<file path="src/rtl/tt_microtile_pwm_bank.sv">
// Multi-channel PWM bank for a microtile slot: strobe-driven duty writes into shadow
// registers, promoted to the active set only at a period boundary so outputs never glitch.
//
// Write FSM (WIDTH=8 only)
// state | meaning
// IDLE  | waiting for the low-nibble write (latches channel and low nibble)
// HALF  | low nibble held, next strobe edge supplies the high nibble and commits
`timescale 1ns/1ps
module tt_microtile_pwm_bank #(
  parameter int CHANNELS = 4,
  parameter int WIDTH    = 8,
  parameter int PRESCALE = 0
) (
  input  logic       clk,
  input  logic       rst,
  input  logic [7:0] ui_in,
  output logic [7:0] uo_out
);

  localparam logic [7:0]       PRE_MAX = 8'((1 << PRESCALE) - 1);
  localparam logic [WIDTH-1:0] CNT_MAX = '1;

  logic [7:0]          s1;
  logic [7:0]          s2;
  logic                prev;
  logic                strobe_edge;
  logic [7:0]          pre;
  logic                tick;
  logic                wrap;
  logic [WIDTH-1:0]    cnt;
  logic [WIDTH-1:0]    shadow [CHANNELS];
  logic [WIDTH-1:0]    active [CHANNELS];
  logic [CHANNELS-1:0] pwm;
  logic                commit;
  logic [2:0]          commit_chan;
  logic [WIDTH-1:0]    commit_data;

  // prev resets high so a strobe already high when reset releases is not seen as an edge
  always_ff @(posedge clk) begin
    if (rst) begin
      s1   <= '0;
      s2   <= '0;
      prev <= 1'b1;
    end else begin
      s1   <= ui_in;
      s2   <= s1;
      prev <= s2[7];
    end
  end

  assign strobe_edge = s2[7] & ~prev;

  generate
    if (WIDTH == 8) begin : g_two_phase
      typedef enum logic {IDLE, HALF} state_t;
      state_t     state;
      logic [2:0] chan;
      logic [3:0] lo;

      always_ff @(posedge clk) begin
        if (rst) begin
          state <= IDLE;
          chan  <= '0;
          lo    <= '0;
        end else if (strobe_edge) begin
          case (state)
            IDLE: begin
              chan  <= s2[6:4];
              lo    <= s2[3:0];
              state <= HALF;
            end
            HALF: state <= IDLE;
            default: state <= IDLE;
          endcase
        end
      end

      assign commit      = strobe_edge & (state == HALF);
      assign commit_chan = chan;
      assign commit_data = {s2[3:0], lo};
    end else begin : g_single
      assign commit      = strobe_edge;
      assign commit_chan = s2[6:4];
      assign commit_data = s2[3:0];
    end
  endgenerate

  always_ff @(posedge clk) begin
    if (rst) begin
      pre <= '0;
    end else if (tick) begin
      pre <= '0;
    end else begin
      pre <= pre + 8'd1;
    end
  end

  assign tick = (pre == PRE_MAX);
  assign wrap = tick & (cnt == CNT_MAX);

  always_ff @(posedge clk) begin
    if (rst) begin
      cnt <= '0;
    end else if (tick) begin
      cnt <= cnt + WIDTH'(1);
    end
  end

  // Out-of-range channels simply match no slot, so their commits fall away.
  // The wrap load reads shadow before a same-cycle commit lands, deferring it a period.
  always_ff @(posedge clk) begin
    if (rst) begin
      for (int i = 0; i < CHANNELS; i++) begin
        shadow[i] <= '0;
        active[i] <= '0;
      end
      pwm <= '0;
    end else begin
      for (int i = 0; i < CHANNELS; i++) begin
        if (wrap) active[i] <= shadow[i];
        if (commit && (commit_chan == 3'(i))) shadow[i] <= commit_data;
        pwm[i] <= (cnt < active[i]);
      end
    end
  end

  always_comb begin
    uo_out = '0;
    uo_out[CHANNELS-1:0] = pwm;
  end

endmodule

</file>
<file path="config.mk">
export PLATFORM = sky130hd
export DESIGN_NAME = tt_microtile_pwm_bank
export DESIGN_NICKNAME = d
export VERILOG_FILES = /design/src/rtl/tt_microtile_pwm_bank.sv
export SDC_FILE = /design/constraint.sdc
export NUM_CORES = 1
export LEC_CHECK = 0
export ABC_AREA = 0
export CAP_MARGIN = 20
export CORE_UTILIZATION = 52
export CTS_CLUSTER_SIZE = 25
export DETAILED_ROUTE_END_ITERATION = 6
export PLACE_DENSITY = 0.7
export SLEW_MARGIN = 20
export SYNTH_ARGS = -nofsm -noshare
export SYNTH_HDL_FRONTEND = slang
export SYNTH_SLANG_ARGS = --single-unit
</file>
<file path="constraint.sdc">
create_clock -name clk -period 4.57 [get_ports clk]
set_clock_uncertainty 0.1 [all_clocks]
set_input_delay 1.371 -clock clk [delete_from_list [all_inputs] [get_ports clk]]
set_output_delay 1.371 -clock clk [all_outputs]
set_load 0.02 [all_outputs]
</file>
Yosys cells after proc, flatten, opt, wreduce, memory -nomap -nowiden
Memory sizes are Yosys's and may differ from the RTL's.
Index checks and enable logic that the tools add are counted.
Operators by class
  $add $sub $neg: 2
  order comparisons: 4
  equal/unequal tests: 4
  multiplexer cells: 26
  bitwise logic cells: 13
  reduce and logical (&&, ||, !) cells: 8
Operators with widths (number)
  2-to-1 mux 8 bit: 8
  < comparator 8 bit: 4
  2-to-1 mux 1 bit: 17
  adder 8 x 1 -> 8 bit, second input constant: 2
  == test 8 bit, second input constant: 1
  zero test 8 bit: 1
  OR 1 bit: 8
  == test 3 x 2 -> 1 bit, second input constant: 2
  logical AND 1 bit: 4
  AND 1 bit: 3
  == test 3 x 1 -> 1 bit, second input constant: 1
  zero test 3 bit: 1
  inverter 1 bit: 2
  case mux 1 bit (2 select lines): 1
  AND reduction 2 bit: 1
  OR reduction 2 bit: 1
Word-level totals
  register bits after elaboration: 45
  bits in writable memories: 64
  bits of input ports: 10
  output and inout port bits: 8
  word-level logic and storage cells: 68
  memories kept: 2
Memory list
  active: words 4, width 8, rd ports 4, clocked after memory_dff 0, write ports 4, RTL line 32  | logic [WIDTH-1:0] active [CHANNELS];
  shadow: words 4, width 8, rd ports 4, clocked after memory_dff 0, write ports 4, RTL line 31  | logic [WIDTH-1:0] shadow [CHANNELS];

Longest topological paths before layout
Gate-level depths: netlist of run 1.
  depth after elaboration: 8
  mapped depth: 6

Worst setup path before layout of run 1
Ideal clock, no wire load.
  path kind: input-to-reg
  from: input rst
  to: memory active[0][0], enable pin
  library setup time: 389 ps
  arrival time: 2250 ps
  setup slack: 1830 ps
  stages: 2
  buffers on the path: 0
  path through: clkinv_1 nand2_1
RTL lines
  start: declaration: RTL line 15  | input logic rst,
  end: declaration: RTL line 32

==> results of run 1 <==
[area by class of cell]
class | instances | area [um2]
clock buffer | 10 | 127.6
clock inverter | 6 | 62.56
sequential | 109 | 2823
timing repair buffer | 17 | 155.1
multi-input combinational | 255 | 1772
fill | 723 | 3617
inverter | 53 | 198.9
tap | 108 | 135.1
[synth_stat cells, types with 7 or more instances]
master and number:
dfxtp_1 45, nor3_1 25, nor2b_1 23, inv_1 52, mux2i_1 7, nand3_1 11, ha_1 31, and2_1 32
a21oi_1 12, nor3b_1 20, clkbuf_1 11, nor2_1 24, o21ai_0 13, edfxtp_1 64, nand2_1 7
[cells by family (layout without fill, tap and decap cells)]
group / after synthesis / in the layout / synth area share, %
AO/OA/AOI/OAI: 37 / 37 / 4.522
XOR/XNOR: 4 / 4 / 0.7196
adder cells (fa/ha/maj): 31 / 31 / 7.965
buffers and inverters: 71 / 86 / 6.089
flip-flops: 109 / 109 / 57.96
multiplexers: 11 / 11 / 2.364
other: 1 / 4 / 0.07701
AND/OR/NAND/NOR: 168 / 168 / 20.30
[power by group through the flow]
stage,Clock (uW),Sequential [uW],Combinational (uW)
floorplan,0,1110,60.3
global placement,0,1110,83.3
detailed placement,0,1110,87.0
CTS,575,1090,87.6
global route,605,1100,99.3
finish,556,1090,87.3
[layout by cell type (no fill, tap or decap), types with 2 or more instances in the layout]
cell type and n:
clkdlybuf4s50_1 12, mux2i_1 7, xnor2_1 2, o2111ai_1 3, mux2_2 4, and2_1 32, edfxtp_1 64, xor2_1 2
nand3_1 11, clkbuf_8 9, inv_6 4, dfxtp_1 45, ha_1 31, a2111oi_0 3, o21ai_0 13, nor4_1 5
nor2_1 24, o31ai_2 2, or3_1 5, nor3b_1 20, buf_4 4, or4_1 2, conb_1 4, nor2b_1 23
nor3_1 25, a21oi_1 12, o31ai_1 2, nand4_1 5, and4_1 3, nand2_1 7, inv_1 52
[per-stage QoR]
step / hold WS (ns) / std cells / util (%) / worst slack, ns / total power [uW]
detailed placement: 0.3264 / 542 / 57.06 / 1.376 / 1201
global route: 0.3619 / 558 / 59.32 / 1.569 / 1800
global placement: 0.3173 / 542 / 57.06 / 1.486 / 1196
CTS: 0.3553 / 558 / 59.20 / 1.780 / 1754
finish: 0.3486 / 558 / 59.32 / 1.729 / 1734
floorplan: 0.3138 / 435 / - / 1.830 / 1168
[flip-flops by register name, summed over array words and instances (netlist names)]
name	cells
shadow	32
s1	8
commit_chan	3
cnt	8
s2	8
pwm	4
pre	8
g_two_phase.state	1
g_two_phase.lo	4
prev	1
active	32
[worst max path at each step]
stage / startpoint / endpoint / slack, ns / depth (start not counted)
floorplan: rst / active[0][0] / 1.83 / 2
global placement: rst / shadow[0][5] / 1.49 / 4
detailed placement: rst / active[3][4] / 1.38 / 4
CTS: pwm[1] / uo_out[1] / 1.78 / 1
global route: rst / active[3][4] / 1.57 / 4
finish: rst / active[3][4] / 1.73 / 4
[worst max-delay path: cells and delay by family]
kind / cells / cell delay (ns)
simple gates: 2 / 0.72
buf+inv: 2 / 0.74
[routing by layer]
layer  vias up  wire [um]  global-route usage [%]
met4         0        120                   6.659
met1      1397       3626                   22.02
met3        10        254                   4.468
met2        51       3922                   29.75
met5         -          0                       0
li1       1520          -                       -
==> flow_metrics.tcl, run 1 <==
set metrics [dict create \
    grt_pass1_wl_um 13320 \
    cts_tree "built" \
    arrival_ns 2.84 \
    detail_route.drc_violations 0 \
    drv_slew 0 \
    diodes 0 \
    status "complete, no violations" \
    slew_headroom_pct 34.77 \
    grt_pass1_vias 2799 \
    rows 34 \
    cpPeakStageDelay_ns 0.61 \
    htree_levels 3 \
    overflow 0 \
    cts_buffer_depth 2 \
    synth_flop_cell "edfxtp_1" \
    hold_end "s2[4]" \
    viasPerCell 5.337 \
    syn_inst 432 \
    hold_path_depth 1 \
    reg2regPathDepth 5 \
    swShare_pct 23.65 \
    r2r_end "active[3][5]" \
    path_cells "buf_2 -> clkinv_1 -> nand3_1 -> nor3_1" \
    port_buffers 13 \
    power_density_nw_per_um2 328.7 \
    async_flop_share_pct 0 \
    ys_warn_count 0 \
    ctsResizeCount 0 \
    rsz0062_at_grt "false" \
    ir_worst_vdd_mv 0.1828 \
    post-route-period-util_pct 62.17 \
    synth_edf_count 64 \
    pwr-share-clk_pct 32.0 \
    p_sw_uw 410.0 \
    clkTransAtPathRegs_ns 0.11 \
    synth_top_area_share_pct 39.47 \
    initialDrtViolationCount 217 \
    dr.pass1.iters 4 \
    die-area_um2 9756 \
    yosys.area.top_type "edfxtp_1" \
    worst_setup_path_start_kind "primary input" \
    r2r_slack_ns 1.89 \
    critPathSlowestCell "nand3_1" \
    fin_crit_ns 2.841 \
    clock_latency_ns 0.38 \
    place.gp.congestion 0.8343 \
    grt_usage_pct 17.69 \
    synth-seq-cells 109 \
    final_layout_size_suffix_gt1_share_pct 6.444 \
    placed_cell_area_um2 5074 \
    antenna_found_initial 0 \
    drtAntennaViolNets 0 \
    power_frac_seq_pct 62.9 \
    hold_viol 0 \
    cts_sinks 109 \
    vias 2978 \
    combPwrFrac_pct 5.0 \
    nets 486 \
    end_kind "flip-flop" \
    hp-class "reg -> reg" \
    path_max_fanout 23 \
    design_area_um2 5274 \
    holdBufCountCts 0 \
    place_hpwl_um 5665 \
    start_util_pct 54.77 \
    fmax_mhz 351.9 \
    wl_per_cell_um 14.20 \
    critical_path_class "in -> reg" \
    seq_area_frac_synth_pct 57.97 \
    setup_viol 0 \
    min_from "s1[4]" \
    area_growth_pct 8.299 \
    die_h_um 98.77 \
    io_pins 18 \
    cts_root_buf "clkbuf_8" \
    power_leakage_uw 0.002040 \
    netlist_top_cells_area "edfxtp_1 (39%), dfxtp_1 (18%), ha_1 (8.0%)" \
    grt_max_degree 33 \
    post_cts.repair.setup_buffers 0 \
    critPathRequiredTime_ns 4.57 \
    routed_wl_um 7923 \
    ys_types 39 \
    fin_setup_tns_ns 0 \
    tightest_slew_ns 0.9694 \
    core_area_um2 8891 \
    p_int_uw 1324 \
    numCtsBuffers 9 \
    syn_area_per_cell_um2 11.27 \
    drv_cap 0 \
    worstReg2RegStart "cnt[0]" \
    syn_area_um2 4870 \
    die_w_um 98.77 \
]
No activity file was read; power rests on OpenSTA's default activity.
==> inputs of run 2 (changes only) <==
==> constraint.sdc (replaced) <==
create_clock -name clk -period 2.82 [get_ports clk]
set_clock_uncertainty 0.1 [all_clocks]
set_input_delay 0.846 -clock clk [delete_from_list [all_inputs] [get_ports clk]]
set_output_delay 0.846 -clock clk [all_outputs]
set_load 0.02 [all_outputs]
==> run 2 against run 1 <==
- combinational power increased by 70%
- first-iteration DRC count shrank 27%
- power is 66% higher
- worst hold slack improved by 0.0034 ns
- cell count rose by 0.54%
- die area stayed put
- core utilization up 0.62 points
- wire length is 0.49% higher
- critical path depth down 3
- global-route usage is 0.55 points higher
- largest power group unchanged
==> flow_metrics.tcl, run 2 (same netlist as run 1, synthesis figures left out) <==
set metrics [dict create \
    status "complete, no violations" \
    cp-startpoint "pwm[1]" \
    wl_per_cell_um 14.19 \
    power_leakage_uw 0.002070 \
    io_pins 18 \
    fmax_mhz 447.9 \
    critical_path_class "reg -> out" \
    routed_wl_um 7962 \
    setup_viol 0 \
    seq_area_um2 2823 \
    layout_common_cells "edfxtp_1 (64), inv_1 (52), dfxtp_1 (45), and2_1 (32), ha_1 (31)" \
    cts_root_buf "clkbuf_8" \
    viasPerCell 5.292 \
    slew_headroom_pct 40.30 \
    detail_route.drc_violations 0 \
    htree_levels 3 \
    nFillCells 729 \
    diodes 0 \
    die_w_um 98.77 \
    holdBufCountCts 0 \
    rsz0062_at_grt "false" \
    setup_slack_ns 0.5872 \
    fin_util_pct 59.94 \
    place_ws_ns 0.5829 \
    hold_viol 0 \
    power_density_nw_per_um2 538.8 \
    path_buf_inv 1 \
    worstReg2RegStart "cnt[0]" \
    die-area_um2 9756 \
    area_growth_pct 9.430 \
    drtAntennaViolNets 0 \
    ctsResizeCount 0 \
    path_max_fanout 1 \
    cpPeakStageDelay_ns 0.60 \
    die_h_um 98.77 \
    critPathSlowestCell "clkdlybuf4s50_1" \
    clkTransAtPathRegs_ns 0.11 \
    path_delay_family "buffers and inverters" \
    hp-class "reg -> reg" \
    grt_max_degree 32 \
    start_util_pct 54.77 \
    port_buffers 13 \
    initialDrtViolationCount 159 \
    dr.pass1.iters 4 \
    nets 489 \
    overflow 0 \
    final_layout_size_suffix_gt1_share_pct 7.285 \
    cts_sinks 109 \
    post_cts.repair.setup_buffers 0 \
    hold_ws_ns 0.3519 \
    grt_pass1_vias 2959 \
    fin_crit_ns 2.233 \
    end_kind "primary output" \
    fin_cells 561 \
    arrival_ns 1.29 \
    fin_setup_tns_ns 0 \
    min_from "s1[7]" \
    drv_cap 0 \
    critPathRequiredTime_ns 1.87 \
    place_hpwl_um 5799 \
    rows 34 \
    tightest_slew_ns 0.8872 \
    antenna_found_initial 0 \
    drv_slew 0 \
    multi_input_area_um2 1772 \
    post-route-period-util_pct 79.18 \
    place.gp.congestion 0.7906 \
    placed_cells 545 \
    final_common_cell "edfxtp_1" \
    core_area_um2 8891 \
    grt_usage_pct 18.23 \
    ir_worst_vdd_mv 0.2833 \
    cts_tree "built" \
    path_cells "clkdlybuf4s50_1" \
    vias 2969 \
    worst_setup_path_start_kind "flip-flop" \
    clock_latency_ns 0.37 \
    cts_buffer_depth 2 \
    numCtsBuffers 9 \
    top_regs "active x32, shadow x32" \
    grt_pass1_wl_um 13860 \
]
[run 2: layout make-up]
class                      instances  area share (%)
timing repair buffer              20           3.569
multi-input combinational        255           33.25
inverter                          53           3.733
clock buffer                      10           2.794
clock inverter                     6           1.151
sequential                       109           52.97
tap                              108           2.536
[run 2: path summary, 6_finish.rpt]
check	endpoint	slack, ns	depth (start not counted)
worst max register to register	active[3][1]	0.62	5
worst max-delay path	uo_out[1]	0.59	1
worst min-delay path	s2[7]	0.35	1
worst min register to register	s2[7]	0.35	1
[run 2: routing by layer]
metal	part of all wire [%]	GRT usage, %	vias up
met1	45	21.82	1388
met5	0	0	-
met4	1.7	7.118	0
met2	51	32.22	43
li1	-	-	1527
met3	2.7	3.759	11
[run 2: power by group]
group,internal [uW],switching (uW)
Sequential,1740,26.7
Clock,399,561
Combinational,63.8,84.6
Total,2200,673
[run 2: through the flow]
| stage | power, uW | instance area (um2) |
|---|---|---|
| 2_1_floorplan | 1893 | 4881 |
| 3_3_place_gp | 1942 | 5109 |
| 3_5_place_dp | 1949 | 5109 |
| 4_1_cts | 2901 | 5319 |
| 5_1_grt | 2987 | 5329 |
| 6_report | 2871 | 5329 |
==> RTL change 1, RTL diff (settings of run 2) <==
Register the input `ui_in` before use. The logic sees it one clock later.
--- a/src/rtl/tt_microtile_pwm_bank.sv
+++ b/src/rtl/tt_microtile_pwm_bank.sv
@@ -19,6 +19,12 @@
 
   localparam logic [7:0]       PRE_MAX = 8'((1 << PRESCALE) - 1);
   localparam logic [WIDTH-1:0] CNT_MAX = '1;
+
+  logic [7:0] ui_q;
+
+  always_ff @(posedge clk) begin
+    ui_q <= ui_in;
+  end
 
   logic [7:0]          s1;
   logic [7:0]          s2;
@@ -42,7 +48,7 @@
       s2   <= '0;
       prev <= 1'b1;
     end else begin
-      s1   <= ui_in;
+      s1   <= ui_q;
       s2   <= s1;
       prev <= s2[7];
     end
Formal check against the unedited RTL: no difference found for any inputs over 10 cycles, from zero or initial values and one cycle with rst high; that may be too few to reach the edited logic, so the function may still have changed.
==> RTL change 1 against run 2 <==
- routed wire length is 3.8% higher
- area after synthesis is 6.9% higher
- combinational power is 5% higher
- sequential cell count is 8 higher
- setup slack worse by 0.13 ns
- power is 50% higher
- core utilization is 2.9 points higher
- sequential power is 7% higher
- cell area is 15% higher
==> RTL change 1: results (changes against run 2) <==
result of the run complete, no violations; vias in the first global route 2935 (-0.81%); met2 usage in global routing 0.2896 (-0.03259); pre-CTS setup slack 0.4812 ns (-0.1017 ns); seq pwr 1.89 mW (+7%); leakage power 2.368 nW (+14%); met1 usage 0.2298 (+0.01160); VDD IR-drop max 0.4415 mV (+56%); switching power 0.8636 mW (+28%); pin count of the biggest net entering global routing 33 (+3.1%); Synth Area in Adders 0.07448 (-0.005167); Syn Area/Cell 11.45 sq um (+1.5%); slowest stage delay, CP 0.54 ns (-0.06 ns); CTS Buf Count 17 (+8); Final Cell Area 0.006116 sq mm (+15%); post-synthesis xor/xnor area fraction 0.006728 (-0.0004667); Area after DPL 0.005489 sq mm (+7.4%); sequential-to-total area share from yosys stat 0.5728 (-0.006849); fraction of layout cells with a size suffix above 1 0.1633 (+0.09042); mux cell area share after synthesis 0.02210 (-0.001533); H-tree depth 4 (+1); met2 wire len 3.903 mm (-3.5%); Nets 518 (+5.9%); relative slew slack 0.4652 (+0.06216); Worst setup startpoint pre[0]
==> RTL change 1: how the worst min path moves through the flow <==
stage	slack [ns]	from	endpoint	depth (start not counted)
6_report	0.33	s1[3]	s2[3]	1
5_1_grt	0.35	ui_q[3]	s1[3]	1
4_1_cts	0.33	s1[7]	s2[7]	1
3_5_place_dp	0.32	s1[7]	s2[7]	1
3_3_place_gp	0.32	s1[3]	s2[3]	1
2_1_floorplan	0.31	ui_q[0]	s1[0]	1
==> RTL change 1: logic make-up after synthesis <==
group | Yosys count
multiplexers | 11
AO/OA/AOI/OAI | 40
buffers and inverters | 89
other | 1
flip-flops | 117
XOR/XNOR | 4
AND/OR/NAND/NOR | 162
adder cells (fa/ha/maj) | 31
==> RTL change 1: final cells by class <==
type,instances,share of cell area
Multi-Input combinational cell,252,0.3063
Timing Repair Buffer,21,0.03437
Sequential cell,117,0.4879
Tap cell,133,0.02721
Inverter,68,0.04173
Clock buffer,18,0.06833
Clock inverter,14,0.03417
==> RTL change 2, RTL diff (settings of run 2) <==
Without the edit above. `CHANNELS`: 4 -> 2.
--- a/src/rtl/tt_microtile_pwm_bank.sv
+++ b/src/rtl/tt_microtile_pwm_bank.sv
@@ -7,7 +7,7 @@
 // HALF  | low nibble held, next strobe edge supplies the high nibble and commits
 `timescale 1ns/1ps
 module tt_microtile_pwm_bank #(
-  parameter int CHANNELS = 4,
+  parameter int CHANNELS = 2,
   parameter int WIDTH    = 8,
   parameter int PRESCALE = 0
 ) (
Check against the original RTL: no difference found for any inputs over 10 cycles, from zero or initial values and one cycle with rst high; that may be too few to reach the edited logic, so the function may still have changed.
==> RTL change 2 against run 2 <==
- worst hold slack lost 0.0093 ns
- area after synthesis shrank 33%
- routed wire length shrank 42%
- cell area shrank 32%
- combinational power shrank 32%
- power shrank 24%
- maximum frequency shrank 8.3%
- sequential cell count shrank 34
- setup slack lost 0.20 ns
- critical path depth grew 5
- critical path type is now flip-flop to flip-flop
- critical endpoint is now active[0][9]
- largest cell class unchanged
==> RTL change 2: results (changes against run 2) <==
result of the run complete, no violations; first-pass GRT wire length 7.831 mm (-44%); antenna violations before repair 0 (unchanged); cts repair resizes 0 (unchanged); Worst Max-Slew Pin Slew 0.7403 ns (-0.1470 ns); fraction of layout cells with a size suffix above 1 0.1278 (+0.05495); CTS clk-pin slew, worst paths 0.08 ns (-0.03 ns); slowest stage delay, CP 0.58 ns (-0.02 ns); dpl hpwl 3.242 mm (-44%); maximum root-to-sink buffer count 2 (unchanged); asr flop ratio synth 0 (unchanged); worst skew pair latency 0.34 ns (-0.03 ns); Post-synth EDFFs 32 (-50%); Max stage delay cell, worst path or4_4; DR vias 1976 (-33%); CTS root buffer clkbuf_8; port bufs 11 (-2); switching power 0.4780 mW (-29%); pin count of the biggest net entering global routing 17 (-47%); gpl congestion 0.7742 (-2.1%); leakage power 1.404 nW (-32%); synth top area cells edfxtp_1 30%, dfxtp_1 27%, ha_1 6.6%, nor2b_1 4.2%, inv_1 4.2%; Post-CTS Setup Inserts 0 (unchanged); critical path fanouts, max 16 (+15); WL final 4.589 mm (-42%); # fillers 498 (-32%); sequential-to-total area share from yosys stat 0.5611 (-0.01857); dpl cells 372 (-32%); Post-synth top cells 43 x dfxtp_1, 36 x inv_1, 32 x edfxtp_1; hold buffers post-CTS 0 (unchanged); Nets 335 (-31%); Worst setup startpoint pre[0]; biggest regs active x16, shadow x16; Antenna Cells 0 (unchanged); Mapped Cells 293 (-32%); Global Route Usage Sum 0.1601 (-0.02226); CTS Buf Count 9 (unchanged); final std cells w/o fill 388 (-31%); VDD IR-drop max 0.3948 mV (+39%); Netlist cell types 41 (+5.1%); First-pass DRT Iterations 4 (unchanged); H-tree depth 3 (unchanged); crit path DAT 2.37 ns (+1.08 ns); YS warnings 0 (unchanged); clock power share 0.415 (+0.081); vias in the first global route 1730 (-42%); Hold Startpoint s1[7]; First DRT Iteration DRCs 91 (-43%); P_comb 0.101 mW (-32%); HP Class flip-flop to flip-flop
## RTL change 2: metal layers
layer	part of all wire	up-vias	wire length (um)	GRT usage
li1	-	1027	-	-
met1	0.48	910	2193	0.1996
met2	0.47	31	2168	0.2546
met3	0.030	8	136	0.03708
met4	0.020	0	90	0.09107
met5	0	-	0	0
## RTL change 2: critical path: cells and delay by family, from the launching register on
family | cells | cell delay, ns
fa+ha+maj | 1 | 0.15
simple gates | 2 | 1.12
buf+inv | 2 | 0.30
compound gates | 1 | 0.12
flops | 1 | 0.36
## RTL change 2: cell type report
type                       instances  share of cell area
tap                               75             0.02582
sequential                        75              0.5012
clock buffer                       9             0.03408
multi-input combinational        168              0.3291
clock inverter                     7             0.02788
inverter                          36             0.03718
timing repair buffer              18             0.04475
## RTL change 2: cells by family after synthesis
kind of cell               after synthesis  synth area share
AOI/OAI and AO/OA                       30           0.06088
xor gates and xnor gates                 4           0.01079
adders and majority gates               17           0.06551
buffers and inverters                   55           0.07746
DFF                                     75            0.5611
muxes                                   11           0.03545
other                                    1          0.001155
and+or+nand+nor                        100            0.1877
## RTL change 2: final timing paths
path	end	cells after the start	slack, ns
setup / recovery	active[0][9]	6	0.38
hold / removal	s2[7]	1	0.34
setup reg to reg	active[0][9]	6	0.38
hold reg to reg	s2[7]	1	0.34
## RTL change 2: stage by stage
stage                     hold slack [ns]    util  setup WS [ns]  power, mW  instance area (sq um)
final                              0.3426  0.6103         0.3850      2.196                   3635
after detailed placement           0.3256  0.5725         0.4023      1.311                   3410
after global routing               0.3605  0.6103         0.2675      2.277                   3635
after floorplan                    0.3138       -        0.06360      1.280                   3269
after global placement             0.3175  0.5725         0.4297      1.308                   3410
after CTS                          0.3450  0.6103         0.3836      2.221                   3635
